==> config.mk <==
export PLATFORM = sky130hd
export DESIGN_NAME = keypad_scanner_flat
export DESIGN_NICKNAME = d
export VERILOG_FILES = /design/src/rtl/keypad_pkg.sv /design/src/rtl/keypad_scanner_if.sv /design/src/rtl/keypad_sync.sv /design/src/rtl/keypad_scanner.sv /design/src/flat_wrapper.sv
export SDC_FILE = /design/constraint.sdc
export NUM_CORES = 1
export LEC_CHECK = 0
export BUFFER_PORTS_ARGS = -buffer_cell sky130_fd_sc_hd__buf_4
export CAP_MARGIN = 10
export CORE_MARGIN = 4
export CORE_UTILIZATION = 35
export DETAILED_ROUTE_END_ITERATION = 6
export SKIP_CTS_REPAIR_TIMING = 1
export SLEW_MARGIN = 30
export SYNTH_ARGS = -nofsm -noshare
export SYNTH_HDL_FRONTEND = slang
export SYNTH_HIERARCHICAL = 1
export SYNTH_SLANG_ARGS = --single-unit
==> constraint.sdc <==
create_clock -name clk -period 4.35 [get_ports clk]
set_input_delay 0.435 -clock clk [delete_from_list [all_inputs] [get_ports clk]]
set_output_delay 0.435 -clock clk [all_outputs]
set_load 0.02 [all_outputs]
==> src/rtl/keypad_pkg.sv <==
// Shared keypad definitions: matrix geometry, column scan state encoding and
// small pattern helpers.
// No ports; imported by the synchronizer, the interface users and the scanner top.
package keypad_pkg;

  localparam int N_ROWS = 3;
  localparam int N_COLS = 3;
  localparam int N_KEYS = N_ROWS * N_COLS;

  // One state per driven column; encoding value equals the column index.
  typedef enum logic [1:0] {
    COL0 = 2'd0,
    COL1 = 2'd1,
    COL2 = 2'd2
  } col_state_e;

  // Active-low column drive for a scan state; the unused encoding falls back
  // to column 0 so exactly one column is always driven.
  function automatic logic [N_COLS-1:0] col_drive(col_state_e st);
    case (st)
      COL1:    col_drive = 3'b101;
      COL2:    col_drive = 3'b011;
      default: col_drive = 3'b110;
    endcase
  endfunction

  // Number of keys pressed in a 9-bit key pattern.
  function automatic logic [3:0] key_count(logic [N_KEYS-1:0] pat);
    logic [3:0] n;
    n = '0;
    for (int i = 0; i < N_KEYS; i++) begin
      n = n + {3'b000, pat[i]};
    end
    key_count = n;
  endfunction

endpackage

==> src/rtl/keypad_scanner_if.sv <==
// Keypad matrix lines plus the debounced key outputs toward the encoder.
// Ports: row_n (keypad -> scanner), col_n, e1..e9, multi, key_valid (scanner -> outside).
// master = scanner side, slave = keypad/encoder side.
interface keypad_scanner_if;

  logic [2:0] row_n;
  logic [2:0] col_n;
  logic       e1, e2, e3, e4, e5, e6, e7, e8, e9;
  logic       multi;
  logic       key_valid;

  modport master (
    input  row_n,
    output col_n,
    output e1, e2, e3, e4, e5, e6, e7, e8, e9,
    output multi,
    output key_valid
  );

  modport slave (
    output row_n,
    input  col_n,
    input  e1, e2, e3, e4, e5, e6, e7, e8, e9,
    input  multi,
    input  key_valid
  );

endinterface

==> src/rtl/keypad_sync.sv <==
// Two-flop synchronizer for one asynchronous, pulled-up keypad row line.
// Ports: clk, rst_n, d (async input), q (synchronized output).
// Resets to 1 so an idle (pulled-up) line reads as "not pressed".
module keypad_sync (
  input  logic clk,
  input  logic rst_n,
  input  logic d,
  output logic q
);

  logic meta;

  always_ff @(posedge clk or negedge rst_n) begin
    if (!rst_n) begin
      meta <= 1'b1;
      q    <= 1'b1;
    end else begin
      meta <= d;
      q    <= meta;
    end
  end

endmodule

==> src/rtl/keypad_scanner.sv <==
// 3x3 keypad scanner: rotates the column drive, snapshots the rows once per
// column, debounces whole frames and presents a one-hot key plus multi-key flag.
// Ports: clk, rst_n, kp (keypad_scanner_if.master: row_n in; col_n, e1..e9, multi, key_valid out).
module keypad_scanner
  import keypad_pkg::*;
#(
  parameter int SCAN_DIV        = 1000,
  parameter int DEBOUNCE_FRAMES = 4
) (
  input  logic            clk,
  input  logic            rst_n,
  keypad_scanner_if.master kp
);

  localparam int DW = $clog2(SCAN_DIV) + 1;
  localparam int SW = $clog2(DEBOUNCE_FRAMES) + 1;
  localparam logic [DW-1:0] DWELL_LAST = DW'(SCAN_DIV - 1);
  localparam logic [SW-1:0] STABLE_MAX = SW'(DEBOUNCE_FRAMES);

  // Row synchronizers
  logic [N_ROWS-1:0] row_sync;

  for (genvar r = 0; r < N_ROWS; r++) begin : g_row_sync
    keypad_sync u_sync (
      .clk   (clk),
      .rst_n (rst_n),
      .d     (kp.row_n[r]),
      .q     (row_sync[r])
    );
  end

  // Column scan FSM
  col_state_e      state_q, state_d;
  logic [DW-1:0]   dwell_q, dwell_d;
  logic            last_dwell;
  logic            frame_end;

  always_ff @(posedge clk or negedge rst_n) begin
    if (!rst_n) begin
      state_q <= COL0;
      dwell_q <= '0;
    end else begin
      state_q <= state_d;
      dwell_q <= dwell_d;
    end
  end

  always_comb begin
    state_d    = state_q;
    dwell_d    = dwell_q + 1'b1;
    last_dwell = (dwell_q == DWELL_LAST);
    frame_end  = last_dwell && (state_q == COL2);
    if (last_dwell) begin
      dwell_d = '0;
      case (state_q)
        COL0:    state_d = COL1;
        COL1:    state_d = COL2;
        default: state_d = COL0;
      endcase
    end
  end

  assign kp.col_n = col_drive(state_q);

  // Frame capture. The rows are taken only on the last dwell cycle so the
  // freshly driven column has had SCAN_DIV-1 cycles (including the two
  // synchronizer stages) to settle. 'frame' merges the current column's rows
  // combinationally so frame end compares a complete snapshot.
  logic [N_KEYS-1:0] snap_q;
  logic [N_KEYS-1:0] frame;

  always_comb begin
    frame = snap_q;
    if (last_dwell) begin
      for (int c = 0; c < N_COLS; c++) begin
        if (state_q == col_state_e'(c)) begin
          for (int r = 0; r < N_ROWS; r++) begin
            frame[c + N_COLS*r] = ~row_sync[r];
          end
        end
      end
    end
  end

  // Frame debounce
  logic [N_KEYS-1:0] prev_q;
  logic [SW-1:0]     stable_q;

  always_ff @(posedge clk or negedge rst_n) begin
    if (!rst_n) begin
      snap_q   <= '0;
      prev_q   <= '0;
      stable_q <= '0;
    end else begin
      snap_q <= frame;
      if (frame_end) begin
        prev_q <= frame;
        if (frame == prev_q) begin
          if (stable_q != STABLE_MAX) stable_q <= stable_q + 1'b1;
        end else begin
          stable_q <= '0;
        end
      end
    end
  end

  // Accepted pattern and registered outputs. While the counter sits at its
  // ceiling prev_q is, by construction, the stable pattern; reloading it each
  // cycle is harmless because key_valid only fires on an actual change.
  logic [N_KEYS-1:0] acc_q, acc_d;
  logic [N_KEYS-1:0] e_q;
  logic              multi_q;
  logic              key_valid_q;
  logic [3:0]        acc_cnt;
  logic              single;

  always_comb begin
    acc_d   = (stable_q == STABLE_MAX) ? prev_q : acc_q;
    acc_cnt = key_count(acc_d);
    single  = (acc_cnt == 4'd1);
  end

  always_ff @(posedge clk or negedge rst_n) begin
    if (!rst_n) begin
      acc_q       <= '0;
      e_q         <= '0;
      multi_q     <= 1'b0;
      key_valid_q <= 1'b0;
    end else begin
      acc_q       <= acc_d;
      e_q         <= single ? acc_d : '0;
      multi_q     <= (acc_cnt >= 4'd2);
      key_valid_q <= single && (acc_d != acc_q);
    end
  end

  assign kp.e1        = e_q[0];
  assign kp.e2        = e_q[1];
  assign kp.e3        = e_q[2];
  assign kp.e4        = e_q[3];
  assign kp.e5        = e_q[4];
  assign kp.e6        = e_q[5];
  assign kp.e7        = e_q[6];
  assign kp.e8        = e_q[7];
  assign kp.e9        = e_q[8];
  assign kp.multi     = multi_q;
  assign kp.key_valid = key_valid_q;

endmodule

==> src/flat_wrapper.sv <==
// flat-port wrapper written by rule: the top's interface ports become plain ports
module keypad_scanner_flat import keypad_pkg::*;
#(
  parameter int SCAN_DIV        = 1000,
  parameter int DEBOUNCE_FRAMES = 4
)
  (clk, rst_n, kp_row_n, kp_col_n, kp_e1, kp_e2, kp_e3, kp_e4, kp_e5, kp_e6, kp_e7, kp_e8, kp_e9, kp_multi, kp_key_valid);
  keypad_scanner_if kp_i ();
  input  logic clk;
  input  logic rst_n;
  input wire logic [$bits(kp_i.row_n)-1:0] kp_row_n;
  output wire logic [$bits(kp_i.col_n)-1:0] kp_col_n;
  output wire logic [$bits(kp_i.e1)-1:0] kp_e1;
  output wire logic [$bits(kp_i.e2)-1:0] kp_e2;
  output wire logic [$bits(kp_i.e3)-1:0] kp_e3;
  output wire logic [$bits(kp_i.e4)-1:0] kp_e4;
  output wire logic [$bits(kp_i.e5)-1:0] kp_e5;
  output wire logic [$bits(kp_i.e6)-1:0] kp_e6;
  output wire logic [$bits(kp_i.e7)-1:0] kp_e7;
  output wire logic [$bits(kp_i.e8)-1:0] kp_e8;
  output wire logic [$bits(kp_i.e9)-1:0] kp_e9;
  output wire logic [$bits(kp_i.multi)-1:0] kp_multi;
  output wire logic [$bits(kp_i.key_valid)-1:0] kp_key_valid;
  assign kp_i.row_n = kp_row_n;
  assign kp_col_n = kp_i.col_n;
  assign kp_e1 = kp_i.e1;
  assign kp_e2 = kp_i.e2;
  assign kp_e3 = kp_i.e3;
  assign kp_e4 = kp_i.e4;
  assign kp_e5 = kp_i.e5;
  assign kp_e6 = kp_i.e6;
  assign kp_e7 = kp_i.e7;
  assign kp_e8 = kp_i.e8;
  assign kp_e9 = kp_i.e9;
  assign kp_multi = kp_i.multi;
  assign kp_key_valid = kp_i.key_valid;
  keypad_scanner #(.SCAN_DIV(SCAN_DIV), .DEBOUNCE_FRAMES(DEBOUNCE_FRAMES)) u_core (.clk(clk), .rst_n(rst_n), .kp(kp_i));
endmodule
==> results.cfg <==
[sta]
hold_viol = 0
fmaxAchievable_mhz = 242
worst-slew-pin-transition_ns = 0.741
grt_setup_unrepaired = false
slew_violations = 0
fraction_of_the_cycle_the_final_worst_path_needs = 0.950
report.final.setup_viol = 0
max-slew-margin-rel = 0.506
layout_min_cycle_time_ns = 4.13
final.setup_skew_ns = 0.0120
totalNegativeSetupSlack_ns = 0
whs_ns = 0.162

[clock_network]
worst_setup_hold_path_clk_slew_ns = 0.06
cts.sink_count = 60
clock_tree.htree_level_count = 3
cts_tree = yes
insertion_delay_ns = 0.34
cts_inserted_buffers = 9
clock_path_buffers = 2
clock-root-buffer = clkbuf_8

[floorplanning]
dieHeight_um = 101
die_width_um = 101
floorplan.rows = 33
dieArea_um2 = 10200
initial_utilization = 0.363
io-pin-count = 19
core_area_um2 = 8340

[setup_path]
critical_path_arrival_ns = 4.33
setup.worst_path.start_class = register
slowest_stage = fa_2
cp_cell_sequence = inv_1, ha_2, nand2_2, mux2_2, fa_1, inv_1, fa_1, fa_1, inv_1, fa_1, fa_2, nand3b_1, buf_4, nor2_1
path_delay_family = adder cells
path_buf_inv = 4
reg2reg_slack_ns = 0.22
critical_path.endpoint = u_core/e_q[6]$_DFF_PN0_
cp_peak_stage_delay_ns = 0.54
timing.critical_path.fanout_max = 5
r2r_start = u_core/stable_q[0]$_DFFE_PN0P_
critical_path_class = register to register
worst_setup_path_startpoint = u_core/stable_q[0]$_DFFE_PN0P_
r2r-end = u_core/e_q[6]$_DFF_PN0_
reg2regPathDepth = 14
cp_common_cell = fa_1
cp_num_cells = 14
timing.critical_path.to_type = register
worstPathRequired_ns = 4.55

[synthesis]
yosysMostFrequentCell = dfrtp_1
synth.avg_cell_area_um2 = 11.1
synth-warning-count = 6
netlist.top_cell.by_area = dfrtp_1
synth_area_um2 = 3030
yosysTopAreaCellShare = 0.446
synth_commonest_cells = 54 x dfrtp_1, 25 x inv_1, 20 x nand2_1, 20 x nor2_1, 19 x o21ai_0
synth-async-reset-ratio = 1.00
number_of_enable_type_register_cells_in_the_synthesized_netlist = 0
synthSimpleGateAreaFrac = 0.154
yosys_most_used_dff = dfrtp_1
post_synthesis_share_of_cell_area_spent_on_full_adders_half_adders_and_majority_gates = 0.0784
synthTopCellsByArea = dfrtp_1 45%, dfstp_2 5.2%, ha_1 4.5%, fa_1 3.3%, o21ai_0 3.1%
synth_compound_gate_area_share = 0.117
share_of_the_yosys_chip_area_belonging_to_registers = 0.498
synthesis.instances = 273
synth_nets = 294
synth_top_family_by_area = simple AND/OR/NAND/NOR gates
synth_cell_types = 49
synthXorXnorAreaFrac = 0.0549
synth.ff_latch_count = 60
post_synth_mux_area_share = 0.0491

[routing]
detail_route.wl_per_cell_um = 14.3
detailroute.via_count = 2037
antenna_violating_nets_post_route = 0
route.final.wire_length_um = 5810
drt_iter0_drc = 100
post-route-drc-count = 0
avgViaCountPerCell = 5.03
drt_pass1_iterations = 4

[global_routing]
grt_util_met3 = 0.0270
maximum_number_of_pins_on_one_net_before_global_route_repair = 61
global_route.usage.met2 = 0.184
first_global_vias = 1983
global_route.usage.met1 = 0.169
grt_first_pass_wirelength_um = 9800
grt-ovfl-total = 0
globalRoute.busiestLayer = met2
antenna_found_initial = 0
globalRouteTotalUtil = 0.125

[final_layout]
register_area_um2 = 1510
multi_input_comb_area_um2 = 1390
antenna_cells = 0
flow.area_growth_from_synthesis_pct = 15.0
postLayoutCellArea_um2 = 3490
final_nets = 317
fillerInstances = 804
layout-drive-gt1-share = 0.213

[placed_design]
gp_congestion = 0.797
buffer_ports.inserted = 18
place_area_um2 = 3280
place_hpwl_um = 4140

[power_and_ir_drop]
power.sequential.fraction = 0.539
power_density_nw_per_um2 = 302
switching_share = 0.211
p_int_uw = 832
total_switching_power_uw = 222
pwr-share-comb = 0.014
leakagePower_nw = 1.72
ir_worst_vdd_uv = 192
clock_power_share = 0.448

[run]
maxCapViolations = 0

[worst_hold_path]
hold_path_class = primary input to asynchronous set/reset pin

[run_status]
status = complete, no violations
worst reg2reg max path, delay by kind of cell (launching register included):
| family | cells | cell delay (ns) |
|---|---|---|
| DFF | 1 | 0.35 |
| and+or+nand+nor | 3 | 0.31 |
| muxes | 1 | 0.38 |
| buffers and inverters | 4 | 0.33 |
| adders and majority gates | 6 | 2.62 |
how the worst min path moves through the flow:
stage	start	end	slack [ns]
3_3_place_gp	u_core/g_row_sync[1].u_sync/meta$_DFF_PN1_	u_core/g_row_sync[1].u_sync/q$_DFF_PN1_	0.35
6_report	rst_n	u_core/dwell_q[0]$_DFF_PN0_	0.16
2_1_floorplan	rst_n	u_core/acc_q[0]$_DFF_PN0_	0.14
4_1_cts	rst_n	u_core/dwell_q[2]$_DFF_PN0_	0.18
3_5_place_dp	u_core/g_row_sync[2].u_sync/meta$_DFF_PN1_	u_core/g_row_sync[2].u_sync/q$_DFF_PN1_	0.35
5_1_grt	kp_row_n[0]	u_core/g_row_sync[0].u_sync/meta$_DFF_PN1_	0.18
final cells by class:
type,count,area share
clock buffers,14,0.0524
clock inverters,1,0.00144
inverters,25,0.0269
multi-input cells,176,0.397
flip-flops and latches,60,0.433
well taps,105,0.0377
repair buffers,24,0.0517
per-layer routing:
| metal | wire [µm] | up-vias |
|---|---|---|
| met5 | 0 | - |
| met4 | 155 | 0 |
| met3 | 173 | 12 |
| met2 | 2710 | 31 |
| met1 | 2770 | 998 |
| li1 | - | 996 |
power by group through the flow:
stage | registers (mW) | logic (mW) | clock network (mW)
floorplan | 0.574 | 0.00356 | 0
global placement | 0.577 | 0.0155 | 0
detailed placement | 0.577 | 0.0157 | 0
CTS | 0.567 | 0.0156 | 0.487
global route | 0.568 | 0.0176 | 0.509
finish | 0.568 | 0.0145 | 0.472
flip-flops by register name, indices dropped and copies added (netlist names):
name / flops
u_core/dwell_q: 11
u_core/kp.key_valid: 1
u_core/e_q: 9
u_core/g_row_sync.u_sync/meta: 3
u_core/acc_q: 9
u_core/g_row_sync.u_sync/q: 3
u_core/state_q: 2
u_core/prev_q: 9
u_core/kp.multi: 1
u_core/snap_q: 9
u_core/stable_q: 3
cells by family (layout without fill, tap and decap cells):
group,after synthesis,in the layout
AND/OR/NAND/NOR,76,76
flip-flops,60,60
adder cells (fa/ha/maj),16,16
buffers and inverters,37,64
XOR/XNOR,19,19
multiplexers,14,14
AO/OA/AOI/OAI,51,51
placed cells by master (no fill, tap or decap), drive strengths merged, types with 9 or more instances in the layout:
cell / count
buf: 24
clkbuf: 14
dfrtp: 54
ha: 11
inv: 25
nand2: 20
nor2: 20
o21ai: 19
xnor2: 9
xor2: 10
metrics by stage:
| step | instances | utilization | setup slack, ns | power [mW] |
|---|---|---|---|---|
| 2_1_floorplan | 273 | - | 0.0283 | 0.578 |
| 3_3_place_gp | 389 | 0.393 | 0.169 | 0.593 |
| 3_5_place_dp | 389 | 0.393 | 0.0590 | 0.593 |
| 4_1_cts | 404 | 0.416 | 0.0422 | 1.07 |
| 5_1_grt | 405 | 0.418 | 0.0371 | 1.09 |
| 6_report | 405 | 0.418 | 0.220 | 1.05 |
Power figures use the tool's default switching activity.
